==> src/rtl/ocp_slave_fsm.sv <==
// OCP slave with a small word-addressed memory, pipelined single-beat reads/writes and ERR for
// unsupported commands. Define OCP_SLAVE_SRMD_EN to add single-request multiple-data read bursts.
module ocp_slave_fsm #(
    parameter int MDATA_WIDTH    = 8,
    parameter int MADDR_WIDTH    = 64,
    parameter int MEM_DEPTH_LOG2 = 4
) (
    input  logic                   Clk,
    input  logic                   MReset_n,
    input  logic [2:0]             MCmd,
    input  logic [MADDR_WIDTH-1:0] MAddr,
    input  logic [MDATA_WIDTH-1:0] MData,
    input  logic [9:0]             MBurstLength,
    input  logic                   MBurstSingleReq,
    input  logic                   MReqLast,
    output logic                   SCmdAccept,
    output logic [1:0]             SResp,
    output logic [MDATA_WIDTH-1:0] SData,
    output logic                   SRespLast
);

    localparam int DEPTH = 1 << MEM_DEPTH_LOG2;

    localparam logic [2:0] CMD_IDLE = 3'b000;
    localparam logic [2:0] CMD_WR   = 3'b001;
    localparam logic [2:0] CMD_RD   = 3'b010;
    localparam logic [2:0] CMD_WRNP = 3'b101;

    localparam logic [1:0] RESP_NULL = 2'b00;
    localparam logic [1:0] RESP_DVA  = 2'b01;
    localparam logic [1:0] RESP_ERR  = 2'b11;

`ifdef OCP_SLAVE_SRMD_EN
    typedef enum logic {ST_IDLE, ST_SRMD_RD} state_e;
`else
    typedef enum logic {ST_IDLE} state_e;
`endif

    state_e                    state_q, state_d;
    logic [1:0]                resp_q, resp_d;
    logic [MDATA_WIDTH-1:0]    data_q, data_d;
    logic                      last_q, last_d;
    logic [MDATA_WIDTH-1:0]    mem_q [DEPTH];
    logic                      mem_we;
    logic [MEM_DEPTH_LOG2-1:0] idx;
    logic                      unused_bits;

`ifdef OCP_SLAVE_SRMD_EN
    logic [MEM_DEPTH_LOG2-1:0] burst_addr_q, burst_addr_d;
    logic [9:0]                beat_cnt_q, beat_cnt_d;
`endif

    // Only the word-index bits select storage; everything else aliases onto it.
    assign idx = MAddr[MEM_DEPTH_LOG2+1:2];

`ifdef OCP_SLAVE_SRMD_EN
    assign unused_bits = ^{MAddr[MADDR_WIDTH-1:MEM_DEPTH_LOG2+2], MAddr[1:0]};
`else
    assign unused_bits = ^{MAddr[MADDR_WIDTH-1:MEM_DEPTH_LOG2+2], MAddr[1:0],
                           MBurstLength, MBurstSingleReq};
`endif

    assign SCmdAccept = (state_q == ST_IDLE) && (MCmd != CMD_IDLE) && MReset_n;

    assign SResp     = resp_q;
    assign SData     = data_q;
    assign SRespLast = last_q;

    // NOTE: every variable gets a default before any branch, so no path can infer a latch.
    always_comb begin
        state_d = state_q;
        resp_d  = RESP_NULL;
        data_d  = '0;
        last_d  = 1'b0;
        mem_we  = 1'b0;
`ifdef OCP_SLAVE_SRMD_EN
        burst_addr_d = burst_addr_q;
        beat_cnt_d   = beat_cnt_q;
`endif
        if (state_q == ST_IDLE) begin
            if (SCmdAccept) begin
                case (MCmd)
                    CMD_WR, CMD_WRNP: begin
`ifdef OCP_SLAVE_SRMD_EN
                        if (MBurstSingleReq) begin
                            resp_d = RESP_ERR;
                            last_d = 1'b1;
                        end else
`endif
                        begin
                            mem_we = 1'b1;
                            if (MCmd == CMD_WRNP) begin
                                resp_d = RESP_DVA;
                                last_d = MReqLast;
                            end
                        end
                    end
                    CMD_RD: begin
                        resp_d = RESP_DVA;
                        data_d = mem_q[idx];
                        last_d = MReqLast;
`ifdef OCP_SLAVE_SRMD_EN
                        // First beat leaves with the accept; the counter holds the beats still owed.
                        if (MBurstSingleReq) begin
                            state_d      = ST_SRMD_RD;
                            last_d       = (MBurstLength <= 10'd1);
                            burst_addr_d = idx + MEM_DEPTH_LOG2'(1);
                            beat_cnt_d   = (MBurstLength == 10'd0) ? 10'd0 : MBurstLength - 10'd1;
                        end
`endif
                    end
                    default: begin
                        resp_d = RESP_ERR;
                        last_d = 1'b1;
                    end
                endcase
            end
        end
`ifdef OCP_SLAVE_SRMD_EN
        else begin
            if (beat_cnt_q == 10'd0) begin
                state_d = ST_IDLE;
            end else begin
                resp_d       = RESP_DVA;
                data_d       = mem_q[burst_addr_q];
                last_d       = (beat_cnt_q == 10'd1);
                burst_addr_d = burst_addr_q + MEM_DEPTH_LOG2'(1);
                beat_cnt_d   = beat_cnt_q - 10'd1;
            end
        end
`endif
    end

    // NOTE: reset is synchronous, so it lives inside the clocked branch and not in the sensitivity list.
    always_ff @(posedge Clk) begin
        if (!MReset_n) begin
            state_q <= ST_IDLE;
            resp_q  <= RESP_NULL;
            data_q  <= '0;
            last_q  <= 1'b0;
`ifdef OCP_SLAVE_SRMD_EN
            burst_addr_q <= '0;
            beat_cnt_q   <= '0;
`endif
        end else begin
            state_q <= state_d;
            resp_q  <= resp_d;
            data_q  <= data_d;
            last_q  <= last_d;
`ifdef OCP_SLAVE_SRMD_EN
            burst_addr_q <= burst_addr_d;
            beat_cnt_q   <= beat_cnt_d;
`endif
        end
    end

    // NOTE: storage is deliberately left out of reset so its contents survive MReset_n.
    always_ff @(posedge Clk) begin
        if (mem_we) begin
            mem_q[idx] <= MData;
        end
    end

endmodule

==> config.mk <==
export PLATFORM = sky130hd
export DESIGN_NAME = ocp_slave_fsm
export DESIGN_NICKNAME = d
export VERILOG_FILES = /design/src/rtl/ocp_slave_fsm.sv
export SDC_FILE = /design/constraint.sdc
export NUM_CORES = 1
export LEC_CHECK = 0
export CORE_MARGIN = 2
export CORE_UTILIZATION = 25
export CTS_CLUSTER_SIZE = 10
export DETAILED_ROUTE_END_ITERATION = 12
export PLACE_DENSITY = 0.57
export SYNTH_ARGS = -nofsm -noshare
export SYNTH_HDL_FRONTEND = slang
export SYNTH_SLANG_ARGS = --single-unit
==> constraint.sdc <==
create_clock -name Clk -period 2.2 [get_ports Clk]
set_input_delay 0.55 -clock Clk [delete_from_list [all_inputs] [get_ports Clk]]
set_output_delay 0.55 -clock Clk [all_outputs]
set_load 0.02 [all_outputs]
# Word level (Yosys, flattened, before mapping)
# Memories as Yosys holds them, arrays and structs flattened. A register that Yosys moved wholly into a read port is not among the register bits.
# Index checks and enable logic that the tools add are counted.
[op_classes]
addsub = 0
n_mul = 0
n_div = 0
order_cmp = 0
n_eq_ne = 3
n_shift = 0
mux = 8
bitwise = 3
reduce_logical = 5
[op_table]
columns = ["op", "n"]
rows = [
  ["two-way mux 1 bit", 6],
  ["case mux 2 bit (2 select lines)", 1],
  ["OR reduction 2 bit", 2],
  ["== test 3 x 1 -> 1 bit (second input constant)", 1],
  ["== test 3 x 2 -> 1 bit (second input constant)", 1],
  ["== test 3 bit (second input constant)", 1],
  ["inverter 1 bit", 3],
  ["nonzero test 3 bit", 1],
  ["OR reduction 3 bit", 1],
  ["case mux 1 bit (2 select lines)", 1],
  ["logical AND 1 bit", 1],
]
[word_totals]
register_bits = 3
latch_bits = 0
ram_bits = 128
mem_bits_ro = 0
inputBits = 89
out_inout_bits = 12
mem_count = 1
[memory_table]
columns = ["name", "words", "word_bits", "rd", "rd_clocked_by_memory_dff", "wr", "line_no", "text"]
rows = [
  ["mem_q", 16, 8, 1, 1, 1, "43", "logic [MDATA_WIDTH-1:0] mem_q [DEPTH];"],
]

# Longest topological paths before layout
# Gate-level depths: netlist of run 1.
[logic_depth]
word_depth = 6
depth_mapped = 5
ltp_nobuf = 3

# Worst setup path after synthesis of run 1
# No wires, ideal clock.
[synth_path]
kind = "in2reg"
start = "in MAddr[3]"
end = "mem mem_q[1][0], enable pin"
setup_time_ns = 0.383
t_arrival_ns = 1.700
slack_ns = 0.116
cell_stages = 4
cell_sequence = "buf_2 > buf_2 > nand3b_1 > nor3_1"
[synth_lines]
columns = ["element", "line_no", "text"]
rows = [
  ["start, declared", "11", "input logic [MADDR_WIDTH-1:0] MAddr,"],
  ["end, declared", "43", ""],
]
# No word-level cell before the write port.

# Worst setup path after layout of run 1
[layout_path]
start = "in MCmd[2]"
end = "out SCmdAccept"
[layout_between]
elab_chain_cells = 2
[layout_rtl]
columns = ["element", "line_no", "text"]
rows = [
  ["start, declared", "10", "input logic [2:0] MCmd,"],
  ["nonzero test 3 bit", "63", "assign SCmdAccept = (state_q == ST_IDLE) && (MCmd != CMD_IDLE) && MReset_n;"],
  ["logical AND 1 bit", "63", ""],
  ["end, declared", "16", "output logic SCmdAccept,"],
]
# Every way passes these cells.

==> report_table.html, run 1 <==
<table>
<tr><th>Metric</th><th>Value</th></tr>
<tr><th colspan="2">Run status</th></tr>
<tr><td>Run status</td><td>finished clean</td></tr>
<tr><th colspan="2">STA</th></tr>
<tr><td>Headroom to the max-slew limit</td><td>59.81%</td></tr>
<tr><td>Hold_ws</td><td>757.8 ps</td></tr>
<tr><td>Worst-margin pin slew</td><td>601.0 ps</td></tr>
<tr><td>RSZ-0062 raised after global routing</td><td>false</td></tr>
<tr><td>Total negative setup slack</td><td>0 ps</td></tr>
<tr><td>Post-route worst setup slack</td><td>49.27 ps</td></tr>
<tr><td>Count of final max-slew check failures</td><td>0</td></tr>
<tr><td>Maximum clock frequency</td><td>0.4650 GHz</td></tr>
<tr><td>Final-report setup violation count</td><td>0</td></tr>
<tr><td>Final Critical Period</td><td>2151 ps</td></tr>
<tr><td>Hold Vio Cnt, Final</td><td>0</td></tr>
<tr><td>Crit share post-route</td><td>97.76%</td></tr>
<tr><td>Max Clock Skew</td><td>8.524 ps</td></tr>
<tr><th colspan="2">Clock network</th></tr>
<tr><td>TritonCTS Sinks</td><td>139</td></tr>
<tr><td>Clock tree from TritonCTS</td><td>yes</td></tr>
<tr><td>Clock buffers created by TritonCTS</td><td>17</td></tr>
<tr><td>Clock transition time at the flip-flop clock pins of the worst setup and hold paths</td><td>60 ps</td></tr>
<tr><td># hold bufs at CTS</td><td>0</td></tr>
<tr><td>CTS Root Buffer Type</td><td>clkbuf_16</td></tr>
<tr><td>H-tree levels</td><td>4</td></tr>
<tr><td>Bufs on Longest Clock Path</td><td>2</td></tr>
<tr><td>Clock latency on the worst-skew pair</td><td>420 ps</td></tr>
<tr><th colspan="2">Global routing</th></tr>
<tr><td>Global routing usage summed across all routing layers</td><td>10.37%</td></tr>
<tr><td>Via count of the first global-routing pass</td><td>2846</td></tr>
<tr><td>Largest net degree at the start of global routing</td><td>21</td></tr>
<tr><td>Wire length of the first global-routing pass</td><td>16.57 mm</td></tr>
<tr><td>Initial antenna violation count</td><td>0</td></tr>
<tr><td>GR Overflow Total</td><td>0</td></tr>
<tr><th colspan="2">Placement</th></tr>
<tr><td>Routability congestion estimate from global placement</td><td>0.8207</td></tr>
<tr><td>Number of I/O port buffers</td><td>29</td></tr>
<tr><td>Cell Area, Placed</td><td>6171 um2</td></tr>
<tr><td>Post-detailed-placement half-perimeter wirelength</td><td>7.319 mm</td></tr>
<tr><td>Place WS</td><td>-170.5 ps</td></tr>
<tr><td>Cell total after placement</td><td>584</td></tr>
<tr><th colspan="2">Drt</th></tr>
<tr><td>Post-detailed-route via-to-cell ratio</td><td>4.255</td></tr>
<tr><td>Antenna viol nets, final</td><td>0</td></tr>
<tr><td>Initial DRC count</td><td>140</td></tr>
<tr><td>Length of the first detailed-routing pass in iterations</td><td>4</td></tr>
<tr><td>Wirelength, routed</td><td>10.74 mm</td></tr>
<tr><td>Routed WL per cell</td><td>17.43 um</td></tr>
<tr><td>Via Count</td><td>2621</td></tr>
<tr><td>DRC viols</td><td>0</td></tr>
<tr><th colspan="2">Worst hold path</th></tr>
<tr><td>Class of the most critical hold timing path</td><td>reg -&gt; reg</td></tr>
<tr><th colspan="2">Floorplan</th></tr>
<tr><td>Starting Density</td><td>25.34%</td></tr>
<tr><td>Die Y-Extent</td><td>149.7 um</td></tr>
<tr><td>Number of cell rows</td><td>53</td></tr>
<tr><td>Die W</td><td>149.7 um</td></tr>
<tr><td>Area inside the core boundary</td><td>20960 um2</td></tr>
<tr><td>Die outline area</td><td>22420 um2</td></tr>
<tr><td>Number of placed I/O pins</td><td>101</td></tr>
<tr><th colspan="2">Synth</th></tr>
<tr><td>Number of different library cells in the post-synthesis netlist</td><td>26</td></tr>
<tr><td>Flop and latch count out of synthesis</td><td>139</td></tr>
<tr><td>Dominant register cell in the synthesized netlist</td><td>edfxtp_1</td></tr>
<tr><td>Nets in the synthesized netlist</td><td>345</td></tr>
<tr><td>Mean cell area of the mapped netlist</td><td>20.74 um2</td></tr>
<tr><td>Fraction of registers with async set/reset</td><td>0%</td></tr>
<tr><td>Netlist area before placement</td><td>5310 um2</td></tr>
<tr><td>Sequential area share after synthesis</td><td>76.53%</td></tr>
<tr><td>Number of enable flip-flop cells after synthesis</td><td>128</td></tr>
<tr><td>Synthesis Warnings</td><td>0</td></tr>
<tr><td>Synthesized netlist cell count</td><td>256</td></tr>
<tr><th colspan="2">Setup path</th></tr>
<tr><td>Sort of element at the end of the critical path</td><td>output port</td></tr>
<tr><td>Critical path type</td><td>in -&gt; out</td></tr>
<tr><td>Arrival time of the worst setup path</td><td>1600 ps</td></tr>
<tr><td>Type of element launching the critical path</td><td>input port</td></tr>
<tr><td>Maximum fanout along the worst path</td><td>2</td></tr>
<tr><td>Required time reported for the critical path endpoint</td><td>1650 ps</td></tr>
<tr><th colspan="2">Power</th></tr>
<tr><td>Total power divided by cell area</td><td>911.5 nW/um2</td></tr>
<tr><td>Reported leakage power</td><td>2.261 nW</td></tr>
<tr><td>Sum of internal, switching and leakage power</td><td>6.200 mW</td></tr>
<tr><td>Worst IR drop on VDD</td><td>500.5 uV</td></tr>
<tr><th colspan="2">Final layout</th></tr>
<tr><td>Synthesis-to-finish area growth</td><td>28.09%</td></tr>
<tr><td>Layout Utilization</td><td>32.46%</td></tr>
<tr><td>Total inserted antenna cells</td><td>0</td></tr>
<tr><td>Finished Layout Cells</td><td>616</td></tr>
<tr><td>Final std cell area, no fill</td><td>6802 um2</td></tr>
<tr><td>Fraction of final layout cells sized beyond drive strength 1</td><td>30.21%</td></tr>
<tr><td>NumNets Final</td><td>417</td></tr>
<tr><th colspan="2">Job</th></tr>
<tr><td>Maximum Capacitance Violations</td><td>0</td></tr>
</table>
what timing repair did:
| action | in CTS | in global routing |
|---|---|---|
| setup endpoints to repair | 1 | 0 |
| gates resized for setup | 1 | 0 |
| hold endpoints to repair | 0 | 0 |
| buffers inserted | 0 | 0 |
registers in the layout, indices dropped and copies added (netlist names):
signal / cells
mem_q: 128
SData: 8
SResp: 2
SRespLast: 1
cell families after synthesis:
| logic type | count (synthesis) | share of synthesized area [%] |
|---|---|---|
| compound gates | 13 | 1.909 |
| buf+inv | 24 | 2.498 |
| flops | 139 | 76.53 |
| mux | 41 | 15.27 |
| simple gates | 39 | 3.794 |
cells in the mapped netlist, types with 3 or more instances:
cell	instances	area (um2)
nand2b_1	5	31.28
buf_2	6	30.03
edfxtp_1	128	3844
nand3_1	9	45.04
inv_1	9	33.78
mux2i_1	9	90.09
o221ai_1	8	70.07
nor2_1	13	48.80
clkbuf_1	3	11.26
dfxtp_1	11	220.2
nor3_1	4	20.02
mux4_2	32	720.7
where the power goes:
group	leakage, nW	total [mW]	switching, mW	internal (mW)
sequential	1.24	2.91	0.00535	2.91
clock	0.304	2.99	1.07	1.93
combinational	0.715	0.292	0.150	0.142
cells in the final DEF, fill, tap and decap left out, types with 2 or more instances in the layout:
cell / instances
inv_1: 9
o221ai_1: 8
nand2_1: 2
buf_12: 3
clkinv_4: 3
mux4_2: 32
nand2b_1: 5
clkinv_2: 2
buf_4: 36
nand3_1: 9
o21ai_0: 2
nand3b_1: 2
nor2_1: 13
bufinv_16: 4
inv_6: 2
mux2i_1: 9
dfxtp_1: 11
clkdlybuf4s50_1: 27
edfxtp_1: 128
clkinvlp_4: 2
clkbuf_16: 17
nor3_1: 4
layer usage:
| layer | GRT usage [%] | part of all wire (%) | vias up |
|---|---|---|---|
| met5 | 0 | 0 | - |
| met4 | 3.821 | 1.4 | 0 |
| met3 | 3.049 | 4.0 | 13 |
| met2 | 17.43 | 51 | 49 |
| met1 | 12.69 | 43 | 1371 |
| li1 | - | - | 1188 |
layout make-up:
class | instances | area, um2
flip-flops and latches | 139 | 4064
repair buffers | 68 | 614.3
multi-input cells | 93 | 1114
inverters | 9 | 33.78
fillers | 2037 | 14150
well taps | 275 | 344.1
clock buffers | 18 | 439.2
clock inverters | 14 | 192.7
critical path, cell delays in order:
cell and delay [ps]:
clkdlybuf4s50_1 430, o31a_1 300, dlygate4sd2_1 320
path summary, 6_finish.rpt:
check / from / end / slack, ps / depth (start not counted)
worst max-delay path: MCmd[2] / SCmdAccept / 50 / 3
worst min-delay path: mem_q[12][6] / SData[6] / 760 / 3
worst max register to register: mem_q[11][7] / SData[7] / 770 / 3
worst min register to register: mem_q[12][6] / SData[6] / 760 / 3
(Power assumes the default switching activity.)
==> inputs of run 2 (changes only) <==
--- a/config.mk
+++ b/config.mk
@@ -5,6 +5,7 @@
 export SDC_FILE = /design/constraint.sdc
 export NUM_CORES = 1
 export LEC_CHECK = 0
+export ABC_CLOCK_PERIOD_IN_PS = 2200
 export CORE_MARGIN = 2
 export CORE_UTILIZATION = 25
 export CTS_CLUSTER_SIZE = 10
==> results of run 2 <==
Same layout as run 1: the final DEF is identical, and so are final timing and power.
==> inputs of run 3 (changes only) <==
--- a/config.mk
+++ b/config.mk
@@ -5,12 +5,13 @@
 export SDC_FILE = /design/constraint.sdc
 export NUM_CORES = 1
 export LEC_CHECK = 0
-export ABC_CLOCK_PERIOD_IN_PS = 2200
+export ABC_CLOCK_PERIOD_IN_PS = 2750
 export CORE_MARGIN = 2
 export CORE_UTILIZATION = 25
 export CTS_CLUSTER_SIZE = 10
 export DETAILED_ROUTE_END_ITERATION = 12
-export PLACE_DENSITY = 0.57
+export PLACE_DENSITY = 0.55
+export RECOVER_POWER = 50
 export SYNTH_ARGS = -nofsm -noshare
 export SYNTH_HDL_FRONTEND = slang
 export SYNTH_SLANG_ARGS = --single-unit
==> constraint.sdc (replaced) <==
create_clock -name Clk -period 2.75 [get_ports Clk]
set_input_delay 0.6875 -clock Clk [delete_from_list [all_inputs] [get_ports Clk]]
set_output_delay 0.6875 -clock Clk [all_outputs]
set_load 0.02 [all_outputs]
==> run 3 against run 2 <==
  * Critical path type unchanged
  * First-iteration DRC count up 29%
  * Final area down 0.50%
  * Power down 18%
==> report_table.html, run 3 (synthesis gave the netlist of run 1 again) <==
<table>
<tr><th>Metric</th><th>Value</th></tr>
<tr><th colspan="2">Clock network</th></tr>
<tr><td>Clock tree from TritonCTS</td><td>yes (unchanged)</td></tr>
<tr><td># hold bufs at CTS</td><td>0 (unchanged)</td></tr>
<tr><td>TritonCTS Sinks</td><td>139 (unchanged)</td></tr>
<tr><td>H-tree levels</td><td>4 (unchanged)</td></tr>
<tr><td>Clock buffers created by TritonCTS</td><td>17 (unchanged)</td></tr>
<tr><td>CTS Root Buffer Type</td><td>clkbuf_16 (unchanged)</td></tr>
<tr><td>Post-CTS setup buffers</td><td>0 (unchanged)</td></tr>
<tr><td>Clock transition time at the flip-flop clock pins of the worst setup and hold paths</td><td>60 ps (about the same)</td></tr>
<tr><td>Bufs on Longest Clock Path</td><td>2 (unchanged)</td></tr>
<tr><td>Post-cts gate resize count</td><td>0 (was 1)</td></tr>
<tr><td>Clock latency on the worst-skew pair</td><td>410 ps (was 420 ps)</td></tr>
<tr><th colspan="2">Floorplan</th></tr>
<tr><td>Starting Density</td><td>25.34% (unchanged)</td></tr>
<tr><td>Die Y-Extent</td><td>149.7 um (unchanged)</td></tr>
<tr><td>Number of placed I/O pins</td><td>101 (unchanged)</td></tr>
<tr><td>Number of cell rows</td><td>53 (unchanged)</td></tr>
<tr><td>Area inside the core boundary</td><td>20960 um2 (unchanged)</td></tr>
<tr><td>Die W</td><td>149.7 um (unchanged)</td></tr>
<tr><td>Die outline area</td><td>22420 um2 (unchanged)</td></tr>
<tr><th colspan="2">Setup path</th></tr>
<tr><td>Last element of the critical path</td><td>SCmdAccept (unchanged)</td></tr>
<tr><td>Worst-case reg-to-reg path depth</td><td>3 (unchanged)</td></tr>
<tr><td>Flop-to-flop setup slack</td><td>1370 ps (was 770 ps)</td></tr>
<tr><td>Delay contributed by the slowest stage of the critical path</td><td>540 ps (was 430 ps)</td></tr>
<tr><td>Critical path type</td><td>in -&gt; out (unchanged)</td></tr>
<tr><td>Maximum fanout along the worst path</td><td>2 (unchanged)</td></tr>
<tr><td>Top delay family on crit path</td><td>buffers and inverters (unchanged)</td></tr>
<tr><td>Slowest library cell on the worst path</td><td>clkdlybuf4s50_1 (unchanged)</td></tr>
<tr><td>Type of element launching the critical path</td><td>input port (unchanged)</td></tr>
<tr><td>Number of logic stages on the critical path including buffering</td><td>3 (unchanged)</td></tr>
<tr><td>Worst R2R End</td><td>SData[3] (was SData[7])</td></tr>
<tr><td>CP Cell Sequence</td><td>clkdlybuf4s50_1 -&gt; o31a_1 -&gt; clkdlybuf4s50_1 (was clkdlybuf4s50_1 -&gt; o31a_1 -&gt; dlygate4sd2_1)</td></tr>
<tr><td>Sort of element at the end of the critical path</td><td>output port (unchanged)</td></tr>
<tr><td>Bufs and invs on worst path</td><td>2 (unchanged)</td></tr>
<tr><td>Most prevalent standard cell on the critical path</td><td>clkdlybuf4s50_1</td></tr>
<tr><td>Arrival time of the worst setup path</td><td>1950 ps (was 1600 ps)</td></tr>
<tr><td>Worst Setup SP</td><td>MCmd[2] (unchanged)</td></tr>
<tr><td>Required time reported for the critical path endpoint</td><td>2060 ps (was 1650 ps)</td></tr>
<tr><td>Reg-to-reg startpoint</td><td>mem_q[11][3] (was mem_q[11][7])</td></tr>
<tr><th colspan="2">Placement</th></tr>
<tr><td>Routability congestion estimate from global placement</td><td>0.7732 (was 0.8207)</td></tr>
<tr><td>Place WS</td><td>121.1 ps (was -170.5 ps)</td></tr>
<tr><td>Number of I/O port buffers</td><td>29 (unchanged)</td></tr>
<tr><td>Post-detailed-placement half-perimeter wirelength</td><td>6.948 mm (was 7.319 mm)</td></tr>
<tr><td>Cell total after placement</td><td>575 (was 584)</td></tr>
<tr><th colspan="2">Global routing</th></tr>
<tr><td>Via count of the first global-routing pass</td><td>2812 (was 2846)</td></tr>
<tr><td>Global routing usage summed across all routing layers</td><td>10.21% (was 10.37%)</td></tr>
<tr><td>GR Overflow Total</td><td>0 (unchanged)</td></tr>
<tr><td>Initial antenna violation count</td><td>0 (unchanged)</td></tr>
<tr><td>Wire length of the first global-routing pass</td><td>16.37 mm (was 16.57 mm)</td></tr>
<tr><td>Largest net degree at the start of global routing</td><td>36 (was 21)</td></tr>
<tr><th colspan="2">Power</th></tr>
<tr><td>Sum of internal, switching and leakage power</td><td>5.071 mW (was 6.200 mW)</td></tr>
<tr><td>Reported leakage power</td><td>2.233 nW (was 2.261 nW)</td></tr>
<tr><td>Switching Fraction</td><td>18.38% (was 19.71%)</td></tr>
<tr><td>Total internal power</td><td>4.140 mW (was 4.978 mW)</td></tr>
<tr><td>Total power divided by cell area</td><td>749.4 nW/um2 (was 911.5 nW/um2)</td></tr>
<tr><td>Switching power total</td><td>0.9319 mW (was 1.222 mW)</td></tr>
<tr><td>Worst IR drop on VDD</td><td>484.5 uV (was 500.5 uV)</td></tr>
<tr><td>Combinational group share of total power</td><td>4.3% (was 4.7%)</td></tr>
<tr><td>Clock power frac</td><td>49.8% (was 48.3%)</td></tr>
<tr><td>Relative contribution of sequential cells to total power</td><td>46.0% (was 47.0%)</td></tr>
<tr><th colspan="2">Final layout</th></tr>
<tr><td>Total inserted antenna cells</td><td>0 (unchanged)</td></tr>
<tr><td>Leading cell type in the layout, fill and taps excluded</td><td>edfxtp_1 (unchanged)</td></tr>
<tr><td>Combined area of the multi-input logic cells</td><td>1114 um2 (unchanged)</td></tr>
<tr><td>Fraction of final layout cells sized beyond drive strength 1</td><td>27.41% (was 30.21%)</td></tr>
<tr><td>FF/Latch Area</td><td>4064 um2 (unchanged)</td></tr>
<tr><td>Finished Layout Cells</td><td>607 (was 616)</td></tr>
<tr><td>Top register by number of flip-flops</td><td>mem_q (unchanged)</td></tr>
<tr><td>Synthesis-to-finish area growth</td><td>27.45% (was 28.09%)</td></tr>
<tr><td>Number of flip-flops under the largest register name</td><td>128 (unchanged)</td></tr>
<tr><td>Layout Utilization</td><td>32.30% (was 32.46%)</td></tr>
<tr><td>Number of fill cells</td><td>2050 (was 2037)</td></tr>
<tr><td>NumNets Final</td><td>408 (was 417)</td></tr>
<tr><td>Leading cell types in the layout, fill and taps excluded</td><td>128 x edfxtp_1, 32 x mux4_2, 25 x buf_4 (was 128 x edfxtp_1, 36 x buf_4, 32 x mux4_2)</td></tr>
<tr><th colspan="2">STA</th></tr>
<tr><td>Maximum clock frequency</td><td>0.3792 GHz</td></tr>
<tr><td>RSZ-0062 raised after global routing</td><td>false (unchanged)</td></tr>
<tr><td>Count of final max-slew check failures</td><td>0 (unchanged)</td></tr>
<tr><td>Worst-margin pin slew</td><td>607.0 ps (was 601.0 ps)</td></tr>
<tr><td>Crit share post-route</td><td>95.89%</td></tr>
<tr><td>Max Clock Skew</td><td>5.640 ps (was 8.524 ps)</td></tr>
<tr><td>Final-report setup violation count</td><td>0 (unchanged)</td></tr>
<tr><td>Post-route worst setup slack</td><td>113.0 ps (was 49.27 ps)</td></tr>
<tr><td>Headroom to the max-slew limit</td><td>59.40% (was 59.81%)</td></tr>
<tr><td>Final Critical Period</td><td>2637 ps</td></tr>
<tr><td>Total negative setup slack</td><td>0 ps (unchanged)</td></tr>
<tr><td>Hold Vio Cnt, Final</td><td>0 (unchanged)</td></tr>
<tr><th colspan="2">Drt</th></tr>
<tr><td>Routed WL per cell</td><td>16.89 um (was 17.43 um)</td></tr>
<tr><td>Via Count</td><td>2563 (was 2621)</td></tr>
<tr><td>Wirelength, routed</td><td>10.25 mm (was 10.74 mm)</td></tr>
<tr><td>Length of the first detailed-routing pass in iterations</td><td>4 (unchanged)</td></tr>
<tr><td>Initial DRC count</td><td>180 (was 140)</td></tr>
<tr><td>DRC viols</td><td>0 (unchanged)</td></tr>
<tr><td>Antenna viol nets, final</td><td>0 (unchanged)</td></tr>
<tr><td>Post-detailed-route via-to-cell ratio</td><td>4.222 (was 4.255)</td></tr>
<tr><th colspan="2">Worst hold path</th></tr>
<tr><td>Class of the most critical hold timing path</td><td>reg -&gt; reg (unchanged)</td></tr>
<tr><th colspan="2">Run status</th></tr>
<tr><td>Run status</td><td>finished clean (unchanged)</td></tr>
<tr><th colspan="2">Job</th></tr>
<tr><td>Maximum Capacitance Violations</td><td>0 (unchanged)</td></tr>
</table>
-- run 3: cell types whose count changed in the layout (fill, tap and decap cells not counted) --
cell,previous run,this run
clkinvlp_4,2,1
buf_4,36,25
clkinv_1,1,0
dlygate4sd3_1,0,9
clkinv_2,2,0
clkbuf_1,0,4
inv_6,2,0
bufinv_16,4,5
dlygate4sd2_1,1,0
clkbuf_8,1,4
clkdlybuf4s50_1,27,19
-- run 3: worst min path at each step --
stage,start,to,depth (start not counted)
final,mem_q[15][5],SData[5],3
after floorplan,mem_q[14][0],SData[0],3
after detailed placement,mem_q[15][5],SData[5],3
after CTS,mem_q[15][5],SData[5],3
after global routing,mem_q[15][5],SData[5],3
after global placement,mem_q[12][5],SData[5],3
-- run 3: per-layer routing --
| metal | up-vias | GRT usage [%] | wire [um] | share of wire (%) |
|---|---|---|---|---|
| li1 | 1170 | - | - | - |
| met1 | 1323 | 12.65 | 4514 | 44 |
| met2 | 51 | 16.77 | 5126 | 50 |
| met3 | 19 | 2.591 | 364 | 3.6 |
| met4 | 0 | 4.811 | 246 | 2.4 |
| met5 | - | 0 | 0 | 0 |
-- run 3: final cells by class --
cell class,count,share of cell area [%]
inverter,9,0.4992
clock buffer,23,7.210
sequential,139,60.05
multi-input combinational,93,16.45
timing repair buffer,59,7.987
clock inverter,9,2.718
tap,275,5.084
-- run 3: per-stage QoR --
stage	hold slack (ps)	cell area (um2)
final	717.7	6768
after global routing	771.2	6768
after CTS	731.5	6775
after detailed placement	724.8	6103
after global placement	728.7	6103
after floorplan	665.8	5310
-- run 3: power groups by stage --
stage | Clock, mW | Combinational, mW | Sequential [mW]
floorplan | 0 | 0.113 | 2.38
global placement | 0 | 0.222 | 2.37
detailed placement | 0 | 0.226 | 2.37
CTS | 2.57 | 0.226 | 2.33
global route | 2.66 | 0.238 | 2.33
finish | 2.52 | 0.218 | 2.33
-- run 3: worst min-delay path, cell delays in order (launching register included) --
cell	delay [ps]
edfxtp_1	310
mux4_2	220
nand3_1	80
o221ai_1	70
==> RTL edit (flow settings as in run 3) <==
Build with the macro `OCP_SLAVE_SRMD_EN` defined.
--- a/src/rtl/ocp_slave_fsm.sv
+++ b/src/rtl/ocp_slave_fsm.sv
@@ -1,4 +1,6 @@
 // OCP slave with a small word-addressed memory, pipelined single-beat reads/writes and ERR for
 // unsupported commands. Define OCP_SLAVE_SRMD_EN to add single-request multiple-data read bursts.
+`define OCP_SLAVE_SRMD_EN
+
 module ocp_slave_fsm #(
     parameter int MDATA_WIDTH    = 8,
Check against the original RTL: not equivalent (Yosys sat finds a counterexample within 4 cycles, from zero or initial values and one cycle with MReset_n low).
==> RTL edit against run 3 <==
- first-iteration DRC count increased to 2.8 times the old value
- synthesized area increased by 44%
- hold slack got worse by 0.22 ns
- design area increased by 40%
- wire length increased by 87%
- total power up 9.9%
- setup slack gained 0.098 ns
- clock skew rose by 0.0062 ns
- synthesized cell count increased by 95%
- sequential cell count rose by 19
==> RTL edit: results (changes against run 3) <==
Leak=3.183 nW (+43%); status=complete, no violations; share of layout cells above drive strength 1=29.46% (+2.1 points); routed via count=4,785 (+87%); Syn Nets=592 (+72%); initial DRC count=496 (+180%); R2R setup slack=0.33 ns (-1.04 ns); worst slew pin tran=0.8495 ns (+0.2425 ns); Post-DP HPWL=12.82 mm (+84%); final wirelength=19.15 mm (+87%); fin nets=676 (+66%); VDD IR-drop max=0.3206 mV (-34%); reg2reg path depth=7 (+4); CP startpoint=MReset_n; Commonest cells post-synth=edfxtp_1 (128), mux4_2 (64), nor2_1 (42); DP Area=8875 µm² (+45%); DIE AREA=31,940 µm² (+42%); Post-Place Cells=953 (+66%); largest net degree at the start of global routing=33 (-8.3%); clock skew=0.01182 ns (+0.006178 ns); post-CTS sizing=2 (+2); antenna violations before repair=1 (+1); Post-Place Setup Slack=-0.1856 ns (-0.3067 ns); critical path arrival=1.85 ns (-0.10 ns); first-pass GRT wire length=29.28 mm (+79%)
## RTL edit: final cells by class
class	instances	area, µm²
Timing Repair Buffer	97	880.8
Multi-Input combinational cell	298	2990
Clock inverter	12	205.2
Fill cell	2879	20380
Inverter	10	37.54
Sequential cell	158	4446
Tap cell	390	488.0
Clock buffer	19	442.9
## RTL edit: worst reg2reg max path: cells and delay by family (launching register included)
kind / cells / cell delay, ns
compound gates: 3 / 0.71
fa+ha+maj: 1 / 0.20
buf+inv: 1 / 0.08
simple gates: 2 / 0.98
flops: 1 / 0.36
## RTL edit: cell families after synthesis
family,synth area share [%]
adder cells (fa/ha/maj),0.8198
AO/OA/AOI/OAI,7.165
flip-flops,58.24
XOR/XNOR,0.4592
multiplexers,24.33
AND/OR/NAND/NOR,6.772
buffers and inverters,2.213
## RTL edit: power by group through the flow
stage,Sequential (mW),Combinational [mW],Clock [mW]
final,2.61,0.380,2.59
after global routing,2.61,0.412,2.74
after detailed placement,2.66,0.387,0
after global placement,2.66,0.382,0
after CTS,2.61,0.389,2.64
after floorplan,2.66,0.210,0
## RTL edit: how the worst max path moves through the flow
stage / end / slack, ns / cells after the start
final: SCmdAccept / 0.21 / 4
after global routing: register / 0.11 / 7
after CTS: SCmdAccept / 0.20 / 4
after detailed placement: mem_q[0][4] / -0.19 / 7
after global placement: mem_q[0][4] / -0.22 / 7
after floorplan: mem_q[0][0] / 0.22 / 4
## RTL edit: metal layers
metal | vias up | track usage [%] | routed length, µm
li1 | 2178 | - | -
met1 | 2425 | 16.23 | 8034
met2 | 157 | 20.96 | 9564
met3 | 23 | 2.269 | 1180
met4 | 2 | 4.776 | 361
met5 | - | 0 | 11
